$ cat src/rtl/mem_access_ctrl.sv
// Memory-access sequencer: one prepared load/store becomes one req/ack bus transaction.
// Optional bus watchdog enabled by defining MEM_TIMEOUT_EN (abort with cause 11).
module mem_access_ctrl #(
   parameter int TIMEOUT_W      = 8,
   parameter int TIMEOUT_CYCLES = 255
) (
   input  logic        clk_i,
   input  logic        rst_i,
   input  logic        req_valid_i,
   input  logic        mem_read_i,
   input  logic        mem_write_i,
   input  logic [1:0]  mem_width_i,
   input  logic        mem_unsigned_i,
   input  logic [1:0]  mem_byte_idx_i,
   input  logic [31:0] mem_word_addr_i,
   input  logic [31:0] mem_write_data_i,
   input  logic [3:0]  mem_strobe_i,
   input  logic        mem_illegal_i,
   output logic        busy_o,
   output logic        done_o,
   output logic [31:0] load_data_o,
   output logic        fault_o,
   output logic [1:0]  fault_cause_o,
   output logic        bus_req_o,
   output logic        bus_we_o,
   output logic [31:0] bus_addr_o,
   output logic [31:0] bus_wdata_o,
   output logic [3:0]  bus_strb_o,
   input  logic        bus_ack_i,
   input  logic        bus_err_i,
   input  logic [31:0] bus_rdata_i
);

   typedef enum logic [1:0] {IDLE, REQ, DONE} state_t;

   state_t      state;
   logic [1:0]  width_q;
   logic        unsigned_q;
   logic [1:0]  idx_q;
   logic        is_read_q;
   logic [31:0] byte_shift;
   logic [31:0] half_shift;
   logic [31:0] load_ext;
   logic        bad_access;

`ifdef MEM_TIMEOUT_EN
   localparam logic [TIMEOUT_W-1:0] WD_LIMIT = TIMEOUT_W'(TIMEOUT_CYCLES - 1);
   logic [TIMEOUT_W-1:0] wd_cnt;
`endif

   assign busy_o     = (state != IDLE);
   assign bad_access = mem_illegal_i || (mem_read_i && mem_write_i) || (mem_width_i == 2'b11);

   // Select the addressed lane of the returned word and extend it to 32 bits.
   always_comb begin
      byte_shift = bus_rdata_i >> {idx_q, 3'b000};
      half_shift = bus_rdata_i >> {idx_q[1], 4'b0000};
      load_ext   = bus_rdata_i;
      case (width_q)
         2'b00:   load_ext = {{24{~unsigned_q & byte_shift[7]}}, byte_shift[7:0]};
         2'b01:   load_ext = {{16{~unsigned_q & half_shift[15]}}, half_shift[15:0]};
         default: load_ext = bus_rdata_i;
      endcase
   end

   always_ff @(posedge clk_i) begin
      if (rst_i) begin
         state         <= IDLE;
         width_q       <= 2'b00;
         unsigned_q    <= 1'b0;
         idx_q         <= 2'b00;
         is_read_q     <= 1'b0;
         done_o        <= 1'b0;
         load_data_o   <= 32'h0;
         fault_o       <= 1'b0;
         fault_cause_o <= 2'b00;
         bus_req_o     <= 1'b0;
         bus_we_o      <= 1'b0;
         bus_addr_o    <= 32'h0;
         bus_wdata_o   <= 32'h0;
         bus_strb_o    <= 4'h0;
`ifdef MEM_TIMEOUT_EN
         wd_cnt        <= '0;
`endif
      end else begin
         case (state)
            IDLE: begin
               if (req_valid_i && (mem_read_i || mem_write_i)) begin
                  width_q    <= mem_width_i;
                  unsigned_q <= mem_unsigned_i;
                  idx_q      <= mem_byte_idx_i;
                  is_read_q  <= mem_read_i;
                  if (bad_access) begin
                     state         <= DONE;
                     done_o        <= 1'b1;
                     fault_o       <= 1'b1;
                     fault_cause_o <= 2'b01;
                     load_data_o   <= 32'h0;
                  end else begin
                     state       <= REQ;
                     bus_req_o   <= 1'b1;
                     bus_we_o    <= mem_write_i;
                     bus_addr_o  <= mem_word_addr_i;
                     bus_wdata_o <= mem_write_data_i;
                     bus_strb_o  <= mem_write_i ? mem_strobe_i : 4'h0;
`ifdef MEM_TIMEOUT_EN
                     wd_cnt      <= '0;
`endif
                  end
               end
            end
            REQ: begin
               // An ack arriving in the watchdog's final cycle still completes normally.
               if (bus_ack_i) begin
                  state       <= DONE;
                  done_o      <= 1'b1;
                  bus_req_o   <= 1'b0;
                  bus_we_o    <= 1'b0;
                  bus_addr_o  <= 32'h0;
                  bus_wdata_o <= 32'h0;
                  bus_strb_o  <= 4'h0;
                  if (bus_err_i) begin
                     fault_o       <= 1'b1;
                     fault_cause_o <= 2'b10;
                     load_data_o   <= 32'h0;
                  end else begin
                     fault_o       <= 1'b0;
                     fault_cause_o <= 2'b00;
                     load_data_o   <= is_read_q ? load_ext : 32'h0;
                  end
               end
`ifdef MEM_TIMEOUT_EN
               else if (wd_cnt == WD_LIMIT) begin
                  state         <= DONE;
                  done_o        <= 1'b1;
                  fault_o       <= 1'b1;
                  fault_cause_o <= 2'b11;
                  load_data_o   <= 32'h0;
                  bus_req_o     <= 1'b0;
                  bus_we_o      <= 1'b0;
                  bus_addr_o    <= 32'h0;
                  bus_wdata_o   <= 32'h0;
                  bus_strb_o    <= 4'h0;
               end else begin
                  wd_cnt <= wd_cnt + TIMEOUT_W'(1);
               end
`endif
            end
            DONE: begin
               state         <= IDLE;
               done_o        <= 1'b0;
               fault_o       <= 1'b0;
               fault_cause_o <= 2'b00;
               load_data_o   <= 32'h0;
            end
            default: state <= IDLE;
         endcase
      end
   end

endmodule

$ cat config.mk
export PLATFORM = sky130hd
export DESIGN_NAME = mem_access_ctrl
export DESIGN_NICKNAME = d
export VERILOG_FILES = /design/src/rtl/mem_access_ctrl.sv
export SDC_FILE = /design/constraint.sdc
export NUM_CORES = 1
export LEC_CHECK = 0
export CORE_ASPECT_RATIO = 0.6
export CORE_MARGIN = 4
export CORE_UTILIZATION = 25
export CTS_BUF_LIST = sky130_fd_sc_hd__clkbuf_4
export DETAILED_ROUTE_END_ITERATION = 8
export SLEW_MARGIN = 0
export SYNTH_ARGS = -nofsm -noshare
export SYNTH_HDL_FRONTEND = slang
export SYNTH_SLANG_ARGS = --single-unit
$ cat constraint.sdc
create_clock -name clk_i -period 3.85 [get_ports clk_i]
set_input_delay 0.385 -clock clk_i [delete_from_list [all_inputs] [get_ports clk_i]]
set_output_delay 0.385 -clock clk_i [all_outputs]
set_load 0.01 [all_outputs]
==> results.txt <==
CTS buffer count -> 17
Slew Viols, Final -> 0
largest cells by area after synthesis -> dfxtp_1 (51%), a22oi_1 (11%), nor2_1 (7.9%)
Crit path required time -> 4.23 ns
asr flop ratio synth -> 0%
grt ovf -> 0
vias per cell -> 4.78
Routed Antenna Nets -> 0
die width -> 181 um
hold-critical path depth -> 1
Worst Path Arrival -> 2.87 ns
#FFs+latches synth -> 114
critical path endpoint category -> register
clk slew on worst S/H paths -> 0.12 ns
H-tree level count -> 4
reg2reg end -> load_data_o[12]
die area -> 20200 um^2
reg2reg start -> width_q[1]
first-pass GRT wire length -> 24800 um
Slew @ Worst Pin -> 1.11 ns
Core Area -> 17400 um^2
Port Buffers -> 219
total power -> 0.00294 W
Hold Fails Final Rpt -> 0
Routed wire per std cell -> 17.1 um
P per Cell Area -> 413 nW/um^2
hold_sp -> load_data_o[15]
Critical Path Source Type -> register
Worst Setup Path Type -> register to register
syn nets -> 581
PostCTS Resize Cnt -> 0
DIE HEIGHT -> 112 um
layout cells sized above 1 -> 8.08%
warnings from Yosys -> 0
largest net degree at the start of global routing -> 95
Root Driver -> clkbuf_4
Longest Clk Path Bufs -> 2
main flop type after synthesis -> dfxtp_1
Final Cycle Share -> 64.7%
count of cell types in the netlist -> 40
# IOs -> 220
Cell Area, Synth -> 4480 um^2
Post-CTS Hold Fix Bufs -> 0
DRC -> 0
Iter 0 DRT Violations -> 253
Worst Hold Endpoint -> load_data_o[15]
EDFF count, synth -> 0
Worst-Skew Late Latency -> 0.51 ns
Reg2Reg Depth -> 5
min cycle time layout -> 2.49 ns
worst-path fanout max -> 35
final wirelength -> 15600 um
crit path cell chain -> or3_4 > o22ai_1 > a21oi_1 > a21oi_1 > a22o_1
initial antenna violation count -> 0
Crit-path slowest cell -> dfxtp_1
Fmax -> 0.402 GHz
# nets final -> 784
setup TNS -> 0 ns
max_cap viols -> 0
Layout area overhead -> 59.1%
Setup Skew -> 0.0309 ns
Critical Path Most Common Cell -> a21oi_1
hpwl dp -> 11200 um
GR Util All Layers -> 15.2%
Initial Utilization -> 25.8%
Synth Area per Inst -> 9.64 um^2
RSZ-0062 raised after global routing -> no
Fin Hold WS -> 0.465 ns
DR vias -> 4371
drt first pass iters -> 5
TritonCTS clock tree -> built
Hold WC Path Type -> register to register
max incr delay on CP -> 1.08 ns
cell count after synthesis -> 465
static leakage -> 2.55 nW
number of global-route vias before repair -> 4419
status -> finished clean
FP Rows -> 37
leading area contributor after synthesis -> dfxtp_1
gpl congestion -> 0.794
post-synth top area share -> 50.9%
CTS Sinks -> 114
# diodes -> 0
sequential fraction of the synthesis area -> 50.9%
final setup fails -> 0
worst relative slew slack -> 26.1%
R2R Setup Slk -> 1.36 ns
Peak VDD IR -> 180 uV
postcts setup bufs -> 0
-- layout make-up --
type | count | area, um^2
Inverter | 8 | 30.0
Multi-Input combinational cell | 305 | 1990
Sequential cell | 114 | 2280
Clock buffer | 18 | 135
Clock inverter | 14 | 188
Timing Repair Buffer | 222 | 2210
Fill cell | 1668 | 10200
Tap cell | 234 | 293
-- cells by family after synthesis --
| logic type | count (synthesis) | synth area share (%) |
|---|---|---|
| AO/OA/AOI/OAI | 140 | 24.4 |
| adder cells (fa/ha/maj) | 3 | 0.837 |
| buffers and inverters | 46 | 4.83 |
| flip-flops | 114 | 50.9 |
| multiplexers | 14 | 3.32 |
| AND/OR/NAND/NOR | 148 | 15.7 |
-- power by group --
group	leakage, nW	switching (W)	total (W)	internal [W]
logic	1.47	0.000302	0.000625	0.000323
registers	0.924	0.0000504	0.00129	0.00124
clock network	0.164	0.000507	0.00103	0.000521
total	2.55	0.000859	0.00294	0.00208
-- metrics by stage --
step | instances | setup WS, ns | cell area (um^2) | util, %
detailed placement | 883 | 1.07 | 6810 | 39.2
floorplan | 465 | 1.93 | 4480 | -
global placement | 883 | 1.24 | 6810 | 39.2
global route | 915 | 1.21 | 7130 | 41.1
CTS | 915 | 1.37 | 7130 | 41.1
finish | 915 | 1.36 | 7130 | 41.1
-- cells in the mapped netlist (8+ instances only) --
master,number
a21oi_1,13
a222oi_1,8
a22o_1,23
a22oi_1,66
buf_2,11
clkbuf_1,23
dfxtp_1,114
inv_1,8
nand2_1,12
nand2b_1,17
nor2_1,94
nor2b_1,9
-- registers in the layout, summed over array words and instances, names as in the netlist, 2 cells and up --
| name | cells |
|---|---|
| bus_addr_o | 32 |
| width_q | 2 |
| idx_q | 2 |
| bus_wdata_o | 32 |
| fault_cause_o | 2 |
| bus_strb_o | 4 |
| state | 2 |
| load_data_o | 32 |
-- placed cells by master, fill, tap and decap left out, drive strengths merged, types with 2 or more instances in the layout --
| cell | instances |
|---|---|
| bufinv | 4 |
| o22ai | 3 |
| nor3b | 3 |
| a32oi | 6 |
| clkinvlp | 4 |
| nor2b | 9 |
| clkbuf | 18 |
| mux2i | 7 |
| buf | 4 |
| a22o | 24 |
| nand3b | 3 |
| inv | 9 |
| a222oi | 8 |
| a211oi | 4 |
| a21oi | 13 |
| nand3 | 2 |
| nand2b | 17 |
| nand2 | 13 |
| ha | 3 |
| dfxtp | 114 |
| nor3 | 4 |
| o21ai | 3 |
| mux2 | 7 |
| nor2 | 95 |
| clkinv | 5 |
| a2bb2oi | 7 |
| a22oi | 66 |
| a21o | 2 |
| clkdlybuf4s50 | 218 |
-- critical path: cells and delay by family, from the launching register on --
kind	cells	cell delay (ns)
DFF	1	1.08
AOI/OAI and AO/OA	4	1.00
and+or+nand+nor	1	0.29
-- layer usage --
metal / vias to the layer above / global-route usage, % / part of all wire [%]
li1: 2095 / - / -
met5: - / 0 / 0
met3: 10 / 7.38 / 9.9
met2: 192 / 22.2 / 42
met1: 2074 / 20.3 / 47
met4: 0 / 3.63 / 0.59
-- worst max path at each step --
stage	startpoint	endpoint	slack (ns)	depth (start not counted)
finish	width_q[1]	load_data_o[12]	1.36	5
global route	width_q[1]	load_data_o[12]	1.21	5
CTS	width_q[1]	load_data_o[12]	1.37	5
detailed placement	mem_write_i	bus_addr_o[0]	1.07	7
global placement	mem_write_i	bus_we_o	1.24	7
floorplan	state[1]	load_data_o[16]	1.93	9
Power figures use the tool's default switching activity.
